===== src/rtl/tage_bank.sv =====
// Tagged TAGE predictor component: one bank of {valid, tag, useful, ctr}
// entries with registered read ports, a single update/allocate write port,
// a post-reset init sweep and periodic alternating MSB/LSB useful decay.
module tage_bank #(
  parameter int unsigned IDX_BITS   = 6,
  parameter int unsigned TAG_BITS   = 8,
  parameter int unsigned CNT_BITS   = 3,
  parameter int unsigned USF_BITS   = 2,
  parameter int unsigned RD_PORTS   = 2,
  parameter int unsigned DECAY_BITS = 20
) (
  input  logic                         clk,
  input  logic                         rst,
  output logic                         OUT_ready,
  input  logic [RD_PORTS*IDX_BITS-1:0] IN_rdAddr,
  input  logic [RD_PORTS*TAG_BITS-1:0] IN_rdTag,
  output logic [RD_PORTS-1:0]          OUT_rdHit,
  output logic [RD_PORTS-1:0]          OUT_rdTaken,
  output logic [RD_PORTS-1:0]          OUT_rdWeak,
  input  logic                         IN_wrValid,
  input  logic                         IN_wrOp,
  input  logic [IDX_BITS-1:0]          IN_wrAddr,
  input  logic [TAG_BITS-1:0]          IN_wrTag,
  input  logic                         IN_wrTaken,
  input  logic                         IN_wrUseful,
  input  logic                         IN_anyAlloc,
  output logic                         OUT_wrAlloc
);

  localparam int unsigned SIZE = 1 << IDX_BITS;

  // Counter reference points: the two centre states and saturation limits.
  localparam logic [CNT_BITS-1:0] CTR_WEAK_T  = {1'b1, {(CNT_BITS-1){1'b0}}};
  localparam logic [CNT_BITS-1:0] CTR_WEAK_NT = {1'b0, {(CNT_BITS-1){1'b1}}};
  localparam logic [CNT_BITS-1:0] CTR_MAX     = '1;
  localparam logic [USF_BITS-1:0] USF_MAX     = '1;
  localparam logic [USF_BITS-1:0] USF_MSB     = {1'b1, {(USF_BITS-1){1'b0}}};
  localparam logic [USF_BITS-1:0] USF_LSB     = {{(USF_BITS-1){1'b0}}, 1'b1};

  typedef struct packed {
    logic                valid;
    logic [TAG_BITS-1:0] tag;
    logic [USF_BITS-1:0] useful;
    logic [CNT_BITS-1:0] ctr;
  } entry_t;

  localparam entry_t INIT_ENTRY = '{valid: 1'b0, tag: '0, useful: '0, ctr: CTR_WEAK_NT};

  typedef enum logic {
    ST_INIT = 1'b0,
    ST_RUN  = 1'b1
  } state_t;

  state_t                state;
  state_t                nextState;
  logic [IDX_BITS-1:0]   sweepPtr;
  logic [DECAY_BITS-1:0] decayCnt;
  logic                  decayPhase;
  logic                  decayFire;
  logic [USF_BITS-1:0]   decayMask;
  logic                  isRun;

  entry_t entries     [SIZE];
  entry_t entriesNext [SIZE];

  entry_t wrCur;
  entry_t wrNew;
  logic   wrTouch;

  logic [RD_PORTS-1:0] rdHitC;
  logic [RD_PORTS-1:0] rdTakenC;
  logic [RD_PORTS-1:0] rdWeakC;

  assign isRun     = (state == ST_RUN);
  assign decayFire = isRun && (decayCnt == '1);
  // Phase 0 strips the MSB, phase 1 the LSB, so a useful value ages out in two periods.
  assign decayMask = decayPhase ? ~USF_LSB : ~USF_MSB;

  // Next-state logic: the sweep ends once the last entry has been written.
  always_comb begin
    nextState = state;
    case (state)
      ST_INIT: if (sweepPtr == IDX_BITS'(SIZE - 1)) nextState = ST_RUN;
      ST_RUN:  nextState = ST_RUN;
      default: nextState = ST_INIT;
    endcase
  end

  // State, sweep pointer, decay timer and ready flag.
  always_ff @(posedge clk) begin
    if (rst) begin
      state      <= ST_INIT;
      sweepPtr   <= '0;
      decayCnt   <= '0;
      decayPhase <= 1'b0;
      OUT_ready  <= 1'b0;
    end else begin
      state     <= nextState;
      OUT_ready <= (nextState == ST_RUN);
      if (state == ST_INIT) begin
        sweepPtr <= sweepPtr + IDX_BITS'(1);
      end
      if (isRun) begin
        decayCnt <= decayCnt + DECAY_BITS'(1);
        if (decayFire) begin
          decayPhase <= ~decayPhase;
        end
      end
    end
  end

  // Write port: computes the new entry for UPDATE / ALLOC from the pre-write contents.
  always_comb begin
    wrCur       = entries[IN_wrAddr];
    wrNew       = wrCur;
    wrTouch     = 1'b0;
    OUT_wrAlloc = 1'b0;
    if (isRun && IN_wrValid) begin
      if (!IN_wrOp) begin
        wrTouch = 1'b1;
        if (IN_wrTaken) begin
          if (wrCur.ctr != CTR_MAX) wrNew.ctr = wrCur.ctr + CNT_BITS'(1);
        end else begin
          if (wrCur.ctr != '0) wrNew.ctr = wrCur.ctr - CNT_BITS'(1);
        end
        if (IN_wrUseful) begin
          if (wrCur.useful != USF_MAX) wrNew.useful = wrCur.useful + USF_BITS'(1);
        end else begin
          if (wrCur.useful != '0) wrNew.useful = wrCur.useful - USF_BITS'(1);
        end
      end else if (wrCur.useful == '0) begin
        OUT_wrAlloc  = 1'b1;
        wrTouch      = 1'b1;
        wrNew.valid  = 1'b1;
        wrNew.tag    = IN_wrTag;
        wrNew.useful = '0;
        wrNew.ctr    = IN_wrTaken ? CTR_WEAK_T : CTR_WEAK_NT;
      end else if (!IN_anyAlloc) begin
        // Refused allocation ages the occupant; useful is nonzero here.
        wrTouch      = 1'b1;
        wrNew.useful = wrCur.useful - USF_BITS'(1);
      end
    end
  end

  // Array next value: decay on all entries, then sweep or write overrides its one entry.
  always_comb begin
    for (int unsigned i = 0; i < SIZE; i++) begin
      entriesNext[IDX_BITS'(i)] = entries[IDX_BITS'(i)];
      if (decayFire) begin
        entriesNext[IDX_BITS'(i)].useful = entries[IDX_BITS'(i)].useful & decayMask;
      end
    end
    if (state == ST_INIT) begin
      entriesNext[sweepPtr] = INIT_ENTRY;
    end else if (wrTouch) begin
      entriesNext[IN_wrAddr] = wrNew;
    end
  end

  // Table storage; contents are established by the init sweep, not by reset.
  always_ff @(posedge clk) begin
    if (!rst) begin
      entries <= entriesNext;
    end
  end

  // Per-port lookup on the pre-write array contents; forced low until the sweep is done.
  for (genvar p = 0; p < RD_PORTS; p++) begin : g_rd
    entry_t rdEnt;
    assign rdEnt       = entries[IN_rdAddr[p*IDX_BITS +: IDX_BITS]];
    assign rdHitC[p]   = isRun && rdEnt.valid && (rdEnt.tag == IN_rdTag[p*TAG_BITS +: TAG_BITS]);
    assign rdTakenC[p] = isRun && rdEnt.ctr[CNT_BITS-1];
    assign rdWeakC[p]  = isRun && ((rdEnt.ctr == CTR_WEAK_NT) || (rdEnt.ctr == CTR_WEAK_T));
  end

  // Registered read results.
  always_ff @(posedge clk) begin
    if (rst) begin
      OUT_rdHit   <= '0;
      OUT_rdTaken <= '0;
      OUT_rdWeak  <= '0;
    end else begin
      OUT_rdHit   <= rdHitC;
      OUT_rdTaken <= rdTakenC;
      OUT_rdWeak  <= rdWeakC;
    end
  end

endmodule


===== config.mk =====
export PLATFORM = sky130hd
export DESIGN_NAME = tage_bank
export DESIGN_NICKNAME = d
export VERILOG_FILES = /design/src/rtl/tage_bank.sv
export SDC_FILE = /design/constraint.sdc
export NUM_CORES = 2
export LEC_CHECK = 0
export CAP_MARGIN = 15
export CORE_MARGIN = 1
export CORE_UTILIZATION = 53
export DETAILED_ROUTE_END_ITERATION = 8
export PLACE_DENSITY = 0.71
export SYNTH_ARGS = -nofsm -noshare
export SYNTH_HDL_FRONTEND = slang
export SYNTH_SLANG_ARGS = --single-unit

===== constraint.sdc =====
create_clock -name clk -period 5.4 [get_ports clk]
set_input_delay 0.54 -clock clk [delete_from_list [all_inputs] [get_ports clk]]
set_output_delay 0.54 -clock clk [all_outputs]
set_load 0.02 [all_outputs]

# Yosys cells after proc, flatten, opt, wreduce, memory -nomap -nowiden
# Index checks and enable logic that the tools add are counted.
[op_classes]
bitwise = 74
n_shift = 0
n_reduce_logical = 19
n_mux = 104
magnitude_cmp = 6
multipliers = 0
n_addsub = 6
n_div = 0
eq_ne = 11
[ops]
columns = ["cell", "count"]
rows = [
  ["two-way mux 896 bit", 2],
  ["bitwise mux 896 bit", 1],
  ["AND 768 bit", 1],
  ["inverter 768 bit", 1],
  ["binary-select mux 14 bit (select 6 bit)", 3],
  ["demux 14 bit (select 6 bit)", 2],
  ["two-way mux 2 bit", 70],
  ["AND 2 bit", 64],
  ["bitwise OR 128 bit", 1],
  ["two-way mux 14 bit", 9],
  [">= comparator 7 bit, second input constant", 4],
  ["inverter 6 -> 7 bit", 4],
  ["adder 20 x 1 -> 20 bit, second input constant", 1],
  ["equality test 20 bit, second input constant", 1],
  ["two-way mux 9 bit", 2],
  ["equality test 8 bit", 2],
  ["two-way mux 3 bit", 5],
  ["less-than comparator 7 x 1 -> 1 bit, second input constant", 2],
  ["logical AND 1 bit", 12],
  ["two-way mux 1 bit", 8],
  ["adder 6 x 1 -> 6 bit, second input constant", 1],
  ["equality test 3 x 2 -> 1 bit, second input constant", 2],
  ["equality test 3 bit, second input constant", 2],
  ["equality test 6 bit, second input constant", 1],
  ["15 further kinds", 19],
]
[totals]
latchBits = 0
rom_bits = 0
memories = 0
ram_bits = 0
reg_bits = 930
in_bits = 49

# Logic depth before layout (Yosys ltp)
[logic_depth]
ltp_word = 12
mapped_depth = 22
depth_no_buf = 16

# Worst setup path before layout
# Ideal clock, no wire load.
[synth_timing]
kind = "input -> register"
startpoint = "input port rst"
endpoint = "register entries[0] (netlist name) (enable)"
required_ns = 5.020
path_buffers = 1
setup_ns = 0.380
arrival_ns = 4.686
path_stages = 4
path_slack_ns = 0.334
cell_sequence = "inv_1 nand2_1 clkbuf_1 nor2_1"
[synth_via]
elab_chain_cells = 2
[synth_lines]
columns = ["item", "line", "rtl"]
rows = [
  ["from (decl)", "13", "input logic rst,"],
  ["inverter 1 bit (no source line)", "n/a", ""],
  ["AND reduction 2 bit (no source line)", "n/a", ""],
  ["to (signal assigned)", "164", "entries <= entriesNext;"],
  ["to (decl)", "63", "entry_t entries [SIZE];"],
]
# No other way between the ends.
# A chain may end at the register's enable or synchronous reset.

# Worst setup path in the final report
[layout_timing]
startpoint = "input port IN_wrAddr[0]"
endpoint = "output port OUT_wrAlloc"
[layout_via]
elab_chain_cells = 8
[layout_lines]
columns = ["item", "line", "rtl"]
rows = [
  ["from (decl)", "22", "input logic [IDX_BITS-1:0] IN_wrAddr,"],
  ["inverter 6 -> 7 bit (not written as such)", "114", "wrCur = entries[IN_wrAddr];"],
  ["binary-select mux 14 bit (select 6 bit)", "114", ""],
  ["two-way mux 14 bit (not written as such) (2 in series)", "114", ""],
  ["zero test 2 bit", "131", "end else if (wrCur.useful == '0) begin"],
  ["two-way mux 1 bit", "131", ""],
  ["two-way mux 1 bit", "119", "if (!IN_wrOp) begin"],
  ["two-way mux 1 bit", "118", "if (isRun && IN_wrValid) begin"],
  ["to (decl)", "27", "output logic OUT_wrAlloc"],
]
# No other way between the ends. The select of a mux whose other input is x is not followed.

==> flow_summary.yaml <==
status:
  status: "finished with violations"
  failed_checks: "DRC, capacitance limit, slew limit, setup timing"
clock_network:
  clk-insertion-delay-late_ns: 0.76
  cts_sinks: 930
  clockBufferDepth: 3
  htreeDepth: 3
  cts_made_buffers: 105
  post_cts_buffers: 0
  cts_tree: "yes"
  cts_root_buf: "clkbuf_16"
  clk_pin_slew_worst_paths_ns: 0.07
power_and_ir_drop:
  clockPowerShare_pct: 37.2
  power.share.switching_pct: 31.3
  p_sw_uw: 6630
  p_leak_uw: 0.0260
  p_int_uw: 14600
  power_frac_seq_pct: 42.1
  peakVddDrop_v: 0.000264
  powerDensity_nw_per_um2: 298
  p_comb_share_pct: 20.7
drt:
  drtIter0Drc: 12295
  dr.pass1.iters: 7
  drt_wl_total_um: 325000
  wl_per_cell_um: 45.1
  drc: 14
  viasPerCell: 8.11
  antenna_left: 0
  num_vias: 58411
worst_setup_path:
  worstPathArrival_ns: 4.94
  crit_required_ns: 4.86
  cp_max_fo: 23
  cp-end-kind: "output pin"
  path_class: "in -> out"
  start_kind: "input port"
grt:
  antenna_found_initial: 56
  grt-ovfl-total: 0
  grt_usage_pct: 55.5
  grt_max_degree: 116
  grt_pass1_vias: 53036
  grt_pass1_wl_um: 442000
logic_synthesis:
  synth_cells: 5244
  synth_xor_area_share_pct: 0.652
  yosys.area_share.simple_pct: 9.60
  synth_top_family_by_area: "multiplexers"
  synth_area_um2: 60500
  synth_mux_area_share_pct: 20.9
  yosysSeqAreaShare_pct: 45.6
  async_reset_ff_share_pct: 0
  ys_ff_latch: 930
  avgSynthCellArea_um2: 11.5
  ys_dominant_reg_cell: "edfxtp_1"
  synthesis.nets: 5303
  synth_cell_types: 85
  synth_compound_area_share_pct: 19.1
  synth_edf_count: 896
  ys_warn_count: 0
  synthAdderAreaFrac_pct: 0.207
timing:
  hold_violations: 0
  setup_viol: 1
  tns_ns: -0.0813
  tightest_slew_ns: 1.48
  setup_ws_ns: -0.0813
  hold_ws_ns: 0.507
  skew_ns: 0.0427
  max_freq_ghz: 0.182
  rsz0062_at_grt: "no"
  relSlewSlack_pct: -0.0545
  period_needed_ns: 5.48
  drv_slew: 1
  timing.final.crit_share_pct: 102
layout:
  nFillCells: 8968
  area_growth_pct: 17.8
  layout_common_cells: "edfxtp_1, nand2_1, buf_4"
  finish.utilization_pct: 63.1
  final_nets: 5658
  design_area_um2: 71200
  final_common_cell: "edfxtp_1"
  layout-drive-gt1-share_pct: 26.0
die:
  io_pins: 57
  row_count: 123
  core-area_um2: 113000
  die_y_um: 340
  die_area_um2: 115000
  initial_core_util_pct: 53.6
  die_w_um: 340
min_path:
  min-delay-path-class: "reg -> reg"
placement:
  placed_area_um2: 67400
  gp_congestion: 1.11
  dp_hpwl_um: 234000
  portBuffers: 56
flow_run:
  drv_cap: 1
==> flip-flops by register name (all words and copies together), names as in the netlist <==
register	flops
entries	896
sweepPtr	6
OUT_rdHit	2
isRun	1
OUT_rdTaken	2
decayCnt	20
decayPhase	1
OUT_rdWeak	2
==> area by class of cell <==
cell class	count	area, µm²	area share, %
timing repair buffer	758	7160	10.1
multi-input combinational	3781	30700	43.2
tap	1500	1880	2.64
sequential	930	27600	38.8
clock inverter	71	910	1.28
antenna	18	45.0	0.0633
inverter	23	91.3	0.128
clock buffer	125	2770	3.90
==> synthesized netlist by cell type (8+ instances only) <==
| cell | number | area, µm² |
|---|---|---|
| edfxtp_1 | 896 | 26900 |
| nand2_1 | 621 | 2330 |
| mux4_2 | 461 | 10400 |
| o21ai_0 | 447 | 2240 |
| nor2_1 | 444 | 1670 |
| a22o_1 | 329 | 2880 |
| clkbuf_1 | 306 | 1150 |
| a21oi_1 | 238 | 1190 |
| o22ai_1 | 216 | 1350 |
| mux2i_1 | 143 | 1430 |
| buf_2 | 92 | 460 |
| a22oi_1 | 73 | 548 |
| nor2b_1 | 72 | 450 |
| o32ai_1 | 72 | 631 |
| mux2_2 | 71 | 800 |
| o31ai_1 | 66 | 495 |
| buf_1 | 64 | 240 |
| o21bai_1 | 59 | 443 |
| nand3_1 | 40 | 200 |
| dfxtp_1 | 34 | 681 |
| buf_4 | 27 | 203 |
| nand4_1 | 27 | 169 |
| a221oi_1 | 25 | 219 |
| o221ai_1 | 25 | 219 |
| xnor2_1 | 24 | 210 |
| inv_1 | 21 | 78.8 |
| xor2_1 | 21 | 184 |
| a31oi_1 | 20 | 125 |
| buf_6 | 20 | 225 |
| o2111ai_1 | 20 | 175 |
| nor3_1 | 19 | 95.1 |
| nand2b_1 | 18 | 113 |
| o22a_1 | 15 | 131 |
| a211oi_1 | 13 | 97.6 |
| and3_1 | 13 | 81.3 |
| nand3b_1 | 13 | 97.6 |
| nor4_1 | 13 | 81.3 |
| or3_1 | 11 | 68.8 |
| a2111oi_0 | 10 | 87.6 |
| ha_1 | 10 | 125 |
| or3b_2 | 10 | 87.6 |
| and2_1 | 9 | 56.3 |
| o211ai_1 | 8 | 60.1 |
| or4_1 | 8 | 60.1 |
==> power groups by stage <==
stage                     Clock [µW]  Sequential (µW)  Combinational, µW
after CTS                       7800             8880               4060
after detailed placement           0             9030               4040
final                           7880             8920               4390
after global placement             0             9010               4010
after floorplan                    0             8800               2160
after global routing            8030             8950               4310
==> through the flow <==
stage	power, µW	cells	setup slack [ns]
floorplan	11000	5244	0.334
global placement	13000	6990	0.0808
detailed placement	13100	6991	0.0429
CTS	20700	7187	0.116
global route	21300	7188	0.0690
finish	21200	7206	-0.0813
==> worst paths after layout <==
path                      from      endpoint  slack, ns  depth (start not counted)
hold / removal      decayPhase    decayPhase       0.51                          2
hold reg to reg     decayPhase    decayPhase       0.51                          2
setup reg to reg  entries[339]  entries[410]       0.80                         16
setup / recovery  IN_wrAddr[0]   OUT_wrAlloc      -0.08                         13
==> critical path, cell delays in order <==
cell and delay, ns:
buf_6 0.36, nor3b_2 0.61, buf_4 0.45, a221oi_1 0.13, a21oi_1 0.69, nor4_1 0.14, buf_4 0.22, and4_1 0.23
ha_1 0.23, nand3_1 0.10, clkinv_1 0.33, buf_12 0.27, clkdlybuf4s50_1 0.58
==> cells by family after synthesis <==
group / Yosys count
xor+xnor: 45
flops: 930
simple gates: 1347
fa+ha+maj: 10
buf+inv: 533
compound gates: 1703
mux: 676
==> repair_timing <==
action                     4_1_cts  5_1_grt
setup endpoints to repair        1        1
gates cloned                     0        0
gates resized for setup          1        4
hold buffers                     0        0
==> routing by layer <==
metal	track usage, %	wire length [µm]
met4	38.9	31100
met2	73.8	125000
met3	27.4	61700
met1	69.8	106000
met5	1.72	726
(Power assumes the default switching activity.)
